--- config.mk ---
export PLATFORM = sky130hd
export DESIGN_NAME = id_scoreboard_flat
export DESIGN_NICKNAME = d
export VERILOG_FILES = /design/src/rtl/id_scoreboard_if.sv /design/src/rtl/id_scoreboard.sv /design/src/flat_wrapper.sv
export SDC_FILE = /design/constraint.sdc
export NUM_CORES = 1
export LEC_CHECK = 0
export ABC_AREA = 1
export ABC_CLOCK_PERIOD_IN_PS = 2900
export BUFFER_PORTS_ARGS = -buffer_cell sky130_fd_sc_hd__buf_2
export CAP_MARGIN = 0
export CORE_AREA = 2 2 134 136
export CTS_CLUSTER_DIAMETER = 60
export CTS_CLUSTER_SIZE = 12
export DETAILED_ROUTE_END_ITERATION = 16
export DIE_AREA = 0 0 136 138
export HOLD_SLACK_MARGIN = 0.1
export PLACE_DENSITY = 0.8
export SKIP_CTS_REPAIR_TIMING = 1
export SLEW_MARGIN = 20
export SYNTH_ARGS = -nofsm -noshare
export SYNTH_HDL_FRONTEND = slang
export SYNTH_SLANG_ARGS = --single-unit
--- constraint.sdc ---
create_clock -name clk -period 2.9 [get_ports clk]
set_clock_uncertainty 0.1 [all_clocks]
set_input_delay 0 -clock clk [delete_from_list [all_inputs] [get_ports clk]]
set_output_delay 0 -clock clk [all_outputs]
set_load 0.1 [all_outputs]
--- src/rtl/id_scoreboard_if.sv ---
// ID-stage hazard scoreboard port bundle: decoded ID fields and issue info in,
// stall/bubble and scoreboard status out.
interface id_scoreboard_if #(
   parameter int unsigned NREG = 32,
   parameter int unsigned RW   = 5,
   parameter int unsigned LW   = 3,
   parameter int unsigned SCW  = 16
);
   logic [RW-1:0]   id_rs;
   logic [RW-1:0]   id_rt;
   logic            id_use_rs;
   logic            id_use_rt;
   logic            issue_valid;
   logic            issue_we;
   logic [RW-1:0]   issue_rd;
   logic [LW-1:0]   issue_lat;
   logic            flush;
   logic            stall;
   logic            bubble;
   logic [NREG-1:0] busy_mask;
   logic [SCW-1:0]  stall_count;

   modport master (
      output id_rs, id_rt, id_use_rs, id_use_rt,
      output issue_valid, issue_we, issue_rd, issue_lat, flush,
      input  stall, bubble, busy_mask, stall_count
   );

   modport slave (
      input  id_rs, id_rt, id_use_rs, id_use_rt,
      input  issue_valid, issue_we, issue_rd, issue_lat, flush,
      output stall, bubble, busy_mask, stall_count
   );
endinterface

--- src/rtl/id_scoreboard.sv ---
// Per-register pending-latency scoreboard for the ID stage: stalls/bubbles on
// RAW (and optionally WAW ordering) hazards and counts stalled cycles.
module id_scoreboard #(
   parameter int unsigned NREG      = 32,
   parameter int unsigned RW        = 5,
   parameter int unsigned MAX_LAT   = 4,
   parameter int unsigned LW        = 3,
   parameter int unsigned WAW_CHECK = 1,
   parameter int unsigned SCW       = 16
) (
   input logic           clk,
   input logic           rst_n,
   id_scoreboard_if.slave sb
);
   localparam logic [LW-1:0] MAX_LAT_L = LW'(MAX_LAT);
   localparam logic [RW-1:0] REG_ZERO  = '0;

   logic [LW-1:0]   cnt_q [NREG];
   logic [LW-1:0]   cnt_d [NREG];
   logic [NREG-1:0] busy_d;
   logic [NREG-1:0] busy_q;
   logic [SCW-1:0]  stall_count_q;
   logic [LW-1:0]   lat_eff;
   logic            raw;
   logic            waw;
   logic            stall_c;
   logic            accept;

   // Hazard detection against the pre-update counters
   always_comb begin
      lat_eff = (sb.issue_lat > MAX_LAT_L) ? MAX_LAT_L : sb.issue_lat;
      raw     = (sb.id_use_rs && (cnt_q[sb.id_rs] != '0)) ||
                (sb.id_use_rt && (cnt_q[sb.id_rt] != '0));
      waw     = (WAW_CHECK != 0) && sb.issue_we && (sb.issue_rd != REG_ZERO) &&
                (cnt_q[sb.issue_rd] > lat_eff);
      stall_c = sb.issue_valid && !sb.flush && (raw || waw);
      accept  = sb.issue_valid && !stall_c && !sb.flush && sb.issue_we &&
                (sb.issue_rd != REG_ZERO);
   end

   // Counter update: a fresh issue overrides the countdown; $0 never pends
   always_comb begin
      for (int unsigned r = 0; r < NREG; r++) begin
         cnt_d[r] = cnt_q[r];
         if (r == 0) begin
            cnt_d[r] = '0;
         end else if (accept && (sb.issue_rd == RW'(r))) begin
            cnt_d[r] = lat_eff;
         end else if (cnt_q[r] != '0) begin
            cnt_d[r] = cnt_q[r] - LW'(1);
         end
         busy_d[r] = (cnt_d[r] != '0);
      end
   end

   always_ff @(posedge clk or negedge rst_n) begin
      if (!rst_n) begin
         for (int unsigned r = 0; r < NREG; r++) begin
            cnt_q[r] <= '0;
         end
         busy_q        <= '0;
         stall_count_q <= '0;
      end else begin
         for (int unsigned r = 0; r < NREG; r++) begin
            cnt_q[r] <= cnt_d[r];
         end
         busy_q <= busy_d;
         // Saturating performance counter
         if (stall_c && (stall_count_q != '1)) begin
            stall_count_q <= stall_count_q + SCW'(1);
         end
      end
   end

   assign sb.stall       = stall_c;
   assign sb.bubble      = stall_c;
   assign sb.busy_mask   = busy_q;
   assign sb.stall_count = stall_count_q;
endmodule

--- src/flat_wrapper.sv ---
// flat-port wrapper written by rule: the top's interface ports become plain ports
module id_scoreboard_flat 
#(
   parameter int unsigned NREG      = 32,
   parameter int unsigned RW        = 5,
   parameter int unsigned MAX_LAT   = 4,
   parameter int unsigned LW        = 3,
   parameter int unsigned WAW_CHECK = 1,
   parameter int unsigned SCW       = 16
)
  (clk, rst_n, sb_id_rs, sb_id_rt, sb_id_use_rs, sb_id_use_rt, sb_issue_valid, sb_issue_we, sb_issue_rd, sb_issue_lat, sb_flush, sb_stall, sb_bubble, sb_busy_mask, sb_stall_count);
  id_scoreboard_if #(.NREG(NREG), .RW(RW), .LW(LW), .SCW(SCW)) sb_i ();
  input logic clk;
  input logic rst_n;
  input wire logic [$bits(sb_i.id_rs)-1:0] sb_id_rs;
  input wire logic [$bits(sb_i.id_rt)-1:0] sb_id_rt;
  input wire logic [$bits(sb_i.id_use_rs)-1:0] sb_id_use_rs;
  input wire logic [$bits(sb_i.id_use_rt)-1:0] sb_id_use_rt;
  input wire logic [$bits(sb_i.issue_valid)-1:0] sb_issue_valid;
  input wire logic [$bits(sb_i.issue_we)-1:0] sb_issue_we;
  input wire logic [$bits(sb_i.issue_rd)-1:0] sb_issue_rd;
  input wire logic [$bits(sb_i.issue_lat)-1:0] sb_issue_lat;
  input wire logic [$bits(sb_i.flush)-1:0] sb_flush;
  output wire logic [$bits(sb_i.stall)-1:0] sb_stall;
  output wire logic [$bits(sb_i.bubble)-1:0] sb_bubble;
  output wire logic [$bits(sb_i.busy_mask)-1:0] sb_busy_mask;
  output wire logic [$bits(sb_i.stall_count)-1:0] sb_stall_count;
  assign sb_i.id_rs = sb_id_rs;
  assign sb_i.id_rt = sb_id_rt;
  assign sb_i.id_use_rs = sb_id_use_rs;
  assign sb_i.id_use_rt = sb_id_use_rt;
  assign sb_i.issue_valid = sb_issue_valid;
  assign sb_i.issue_we = sb_issue_we;
  assign sb_i.issue_rd = sb_issue_rd;
  assign sb_i.issue_lat = sb_issue_lat;
  assign sb_i.flush = sb_flush;
  assign sb_stall = sb_i.stall;
  assign sb_bubble = sb_i.bubble;
  assign sb_busy_mask = sb_i.busy_mask;
  assign sb_stall_count = sb_i.stall_count;
  id_scoreboard #(.NREG(NREG), .RW(RW), .MAX_LAT(MAX_LAT), .LW(LW), .WAW_CHECK(WAW_CHECK), .SCW(SCW)) u_core (.clk(clk), .rst_n(rst_n), .sb(sb_i));
endmodule
; ---- Yosys cells after proc, flatten, opt, wreduce, memory -nomap -nowiden
; Index checks and enable logic that the tools add are counted.
; Widths: inputs -> output; s select.
[word_totals]
in_bits = 25
register_bits = 140
ram_bits = 0
mem_bits_ro = 0
latch_bits = 0
word_cells = 288
n_memories = 0
[classes]
eq_ne = 32
multipliers = 0
mux = 72
magnitude_cmp = 5
n_addsub = 32
n_bitwise = 3
n_shift = 0
n_div = 0
n_reduce_logical = 111
[op_table]
columns = op, n
row1 = $mux 3, 69
row2 = $reduce_bool 3->1, 64
row3 = $sub 3x1->3 const B, 31
row4 = $eq 5x5->1 const B, 16
row5 = $bmux 3 s5, 3
row6 = $logic_and 1x1->1, 42
row7 = $eq 5x4->1 const B, 8
row8 = $eq 5x3->1 const B, 4
row9 = $ge 6x6->1 const B, 3
row10 = $not 5->6, 3
row11 = $add 16x1->16 const B, 1
row12 = $ne 16x16->1 const B, 1
row13 = $eq 5x2->1 const B, 2
row14 = $eq 5x1->1 const B, 1
row15 = $reduce_bool 5->1, 1
row16 = $gt 3x3->1, 1
row17 = $gt 3x3->1 const B, 1
row18 = $logic_not 1->1, 2
row19 = $logic_or 1x1->1, 2

; ---- Longest topological paths before layout
[logic_depth]
depth_word = 17
mapped_depth = 20
ltp_nobuf = 18

; ---- Least setup slack after synthesis
; Ideal clock, no wire load.
[synth_timing]
path_kind = register -> output
from = register u_core.cnt_q[2] in the netlist's numbering
to = output sb_stall
path_buffers = 2
required_ns = 2.800
arrival_time_ns = 2.792
setup_slack_ns = 0.008
stages_incl_launch_ff = 16
path_cell_list = dfrtp_1 -> inv_1 -> o22ai_1 -> o21ai_0 -> nand2_1 -> a221oi_1 -> o21ai_0 -> ha_1 -> nand2_1 -> o21ai_0 -> nand2_1 -> nand2_1 -> o21ai_0 -> inv_1 -> buf_2 -> buf_4
[synth_via]
elab_chain_len = 8
[synth_rtl]
columns = item, line
row1 = start: declaration, id_scoreboard.sv:18  ; logic [LW-1:0] cnt_q [NREG];
row2 = start signal: indexed assignment, id_scoreboard.sv:65  ; cnt_q[r] <= cnt_d[r];
row3 = "parallel branches: the longest is 6 deep, another holds $gt 3x3->1", --
row4 = $logic_or 1x1->1 (*), id_scoreboard.sv:36  ; stall_c = sb.issue_valid && !sb.flush && (raw || waw);
row5 = $logic_and 1x1->1 (*), id_scoreboard.sv:36
row6 = end: declaration, flat_wrapper.sv:24  ; output wire logic [$bits(sb_i.stall)-1:0] sb_stall;
; Every way passes the cells marked *. The select of a mux whose other input is x is not followed.

; ---- Worst setup path after layout
[layout_timing]
from = register u_core.cnt_q[35] in the netlist's numbering
to = output sb_stall
; The elaborated chain is that of the path after synthesis.

==> run_results.csv <==
group,metric,value,unit
timing,setup_viol,111,
finish,drive_gt1_share,21.47,%
min_path,hold_start,"sb_issue_valid",
global_route,grt_pass1_vias,10040,
clocking,clock_sinks,140,
placed_design,place_congestion,1.012,
synthesis,synth-seq-cells,140,
route,dr.first_iter.drc_count,1269,
floorplanning,die_w,136,um
status,failed_checks,"negative setup slack",
placed_design,port_buffers,73,
timing,min_period_over_period,106.6,%
finish,finalNetCount,1782,
global_route,grt_max_degree,68,
finish,utilization,76.20,%
timing,maxSlewViolCount,0,
floorplanning,row_count,49,
finish,area_growth,26.84,%
critical_path,end_kind,"output port",
synthesis,avgSynthCellArea,7.027,um^2
power_and_ir_drop,p_sw,6.895,mW
power_and_ir_drop,p_per_area,1020,mW/mm^2
clocking,cts_buffers,17,
timing,max_freq,323.6,MHz
finish,antenna_cells,0,
critical_path,path_class,"reg2out",
power_and_ir_drop,p_leak,7.050,nW
power_and_ir_drop,pwr-share-comb,58.4,%
timing,worstMarginPinSlew,0.7547,ns
critical_path,crit_start,"u_core.cnt_q[35]$_DFF_PN0_",
route,wl,35160,um
floorplanning,pin_count,75,
power_and_ir_drop,p_seq_share,23.9,%
synthesis,syn_inst,1499,
clocking,htree_levels,4,
status,run_status,"finished with violations",
route,vias_per_cell,5.828,
route,antenna_left,0,
global_route,grt_pass1_wl,50090,um
power_and_ir_drop,switching_share,50.61,%
timing,worst_slack,-0.1902,ns
critical_path,crit_path_top_delay_cell,"dfrtp_1",
route,wl_per_cell,18.50,um
critical_path,startpoint_type,"flip-flop",
synthesis,synth_edf_count,0,
timing,fin_setup_tns,-7.237,ns
run,drv_cap,0,
synthesis,yosysUniqueCellTypes,32,
floorplanning,core_area,0.01753,mm^2
timing,grt_setup_unrepaired,"true",
clocking,clockRootBuffer,"clkbuf_16",
power_and_ir_drop,clock_power_share,17.7,%
route,drc,0,
finish,final_cell_mix,"304 x nand2_1, 288 x inv_1, 139 x dfrtp_1",
route,dr_total_vias,11080,
power_and_ir_drop,intPower,6.730,mW
global_route,gr-total-overflow,0,
clocking,max-clock-path-buffers,2,
floorplanning,die-area,0.01877,mm^2
clocking,clk_latency,0.45,ns
floorplanning,die_h,138,um
critical_path,worstPathRequired,2.80,ns
critical_path,crit_top_cell,"o21ai_1",
synthesis,synthArstFlopShare,100.0,%
critical_path,rr_startpoint,"u_core.cnt_q[35]$_DFF_PN0_",
synthesis,synth_ff_type,"dfrtp_1",
synthesis,netlist_area,0.01053,mm^2
timing,finalHoldViolCount,0,
finish,final_common_cell,"nand2_1",
synthesis,syn_nets,1621,
timing,relSlewSlack,49.30,%
global_route,antenna_found_initial,0,
placed_design,dpl_cell_area,0.01185,mm^2
critical_path,cp_max_fo,7,
finish,finalInstanceArea,0.01336,mm^2
timing,min_period,3.090,ns
clocking,clkTransAtPathRegs,0.06,ns
critical_path,crit_path_max_incr_delay,0.43,ns
synthesis,synth_warnings,0,
power_and_ir_drop,vdd.ir_drop.worst,0.8175,mV
global_route,track_usage,33.97,%
placed_design,dp_hpwl,22520,um
critical_path,arrival,2.99,ns
critical_path,critical_path.cell_chain,"a22oi_2 -> o221ai_2 -> a221oi_2 -> o21ai_1 -> ha_1 -> a21oi_1 -> o21ai_1 -> nand2_1 -> nand2_2 -> o21ai_4 -> inv_2 -> buf_12 -> buf_16",
floorplanning,initial_utilization,60.08,%
route,dr.pass1.iters,8,
synthesis,yosysSeqAreaShare,33.26,%
min_path,hp-class,"in2reg",
clocking,cts_tree,"built",
[through the flow]
stage / hold WS [ns] / setup slack (ns) / instances / total power, mW
floorplan: -0.3956 / 0.007526 / 1499 / 8.581
global placement: -0.07202 / -0.2514 / 1844 / 9.936
detailed placement: -0.07223 / -0.2788 / 1844 / 10.15
CTS: -0.5213 / -0.5792 / 1875 / 12.62
global route: 0.2123 / -0.2887 / 1901 / 14.52
finish: 0.1688 / -0.1902 / 1901 / 13.62
[flip-flops by register name, indices dropped and copies added (netlist names)]
name and count:
u_core.sb.stall_count 16, u_core.cnt_q 93, u_core.sb.busy_mask 31
[cells in the mapped netlist, drive strengths merged (6+ instances only)]
master	n	area share, %
dfrtp	140	33
nand3	146	6.9
xnor2	7	0.58
o21ai	58	2.8
inv	315	11
buf	25	1.7
o22ai	33	2.0
nor3	33	1.6
clkbuf	37	1.3
nand4	103	6.1
xor2	38	3.2
ha	97	12
nor2	77	2.9
a21oi	6	0.29
nand2	359	13
[worst max-delay path, delay by kind of cell (launching register included)]
kind | cells | cell delay [ns]
flip-flops | 1 | 0.43
buffers and inverters | 3 | 0.37
AND/OR/NAND/NOR | 2 | 0.17
adder cells (fa/ha/maj) | 1 | 0.32
AO/OA/AOI/OAI | 7 | 1.25
[path summary, 6_finish.rpt]
path | to | slack (ns) | cells past startpoint
max in group asynchronous | u_core.sb.busy_mask[3]$_DFF_PN0_ | 0.80 | 4
worst min register to register | u_core.sb.stall_count[13]$_DFFE_PN0P_ | 0.42 | 2
worst min-delay path | u_core.cnt_q[75]$_DFF_PN0_ | 0.17 | 7
min in group asynchronous | u_core.cnt_q[69]$_DFF_PN0_ | 0.51 | 3
worst max register to register | u_core.sb.busy_mask[5]$_DFF_PN0_ | -0.17 | 15
worst max-delay path | sb_stall | -0.19 | 13
[power by group through the flow]
stage | Sequential, mW | Clock, mW | Combinational [mW]
floorplan | 4.66 | 0 | 3.92
global placement | 3.23 | 0 | 6.71
detailed placement | 3.23 | 0 | 6.91
CTS | 3.22 | 2.40 | 7.00
global route | 3.32 | 2.52 | 8.69
finish | 3.25 | 2.42 | 7.95
[layout make-up]
class	instances	area [um^2]
Clock buffer	22	474.2
Timing Repair Buffer	204	1753
Inverter	317	1190
Multi-Input combinational cell	980	5993
Fill cell	1237	4173
Sequential cell	140	3505
Clock inverter	9	160.2
Tap cell	229	286.5
[layer usage]
layer  routed length, um  global-route usage (%)
met1               13800                   43.91
met2               16260                   54.77
met3                3392                   7.224
met4                1707                   14.86
met5                   0                       0
[kinds of logic after synthesis]
kind of cell | after synthesis | synth area share [%]
AO/OA/AOI/OAI | 117 | 6.592
adder cells (fa/ha/maj) | 97 | 11.52
flip-flops | 140 | 33.26
buffers and inverters | 379 | 14.32
XOR/XNOR | 45 | 3.742
AND/OR/NAND/NOR | 720 | 30.53
other | 1 | 0.03560
Note: power is estimated with default switching activity, not from simulation.
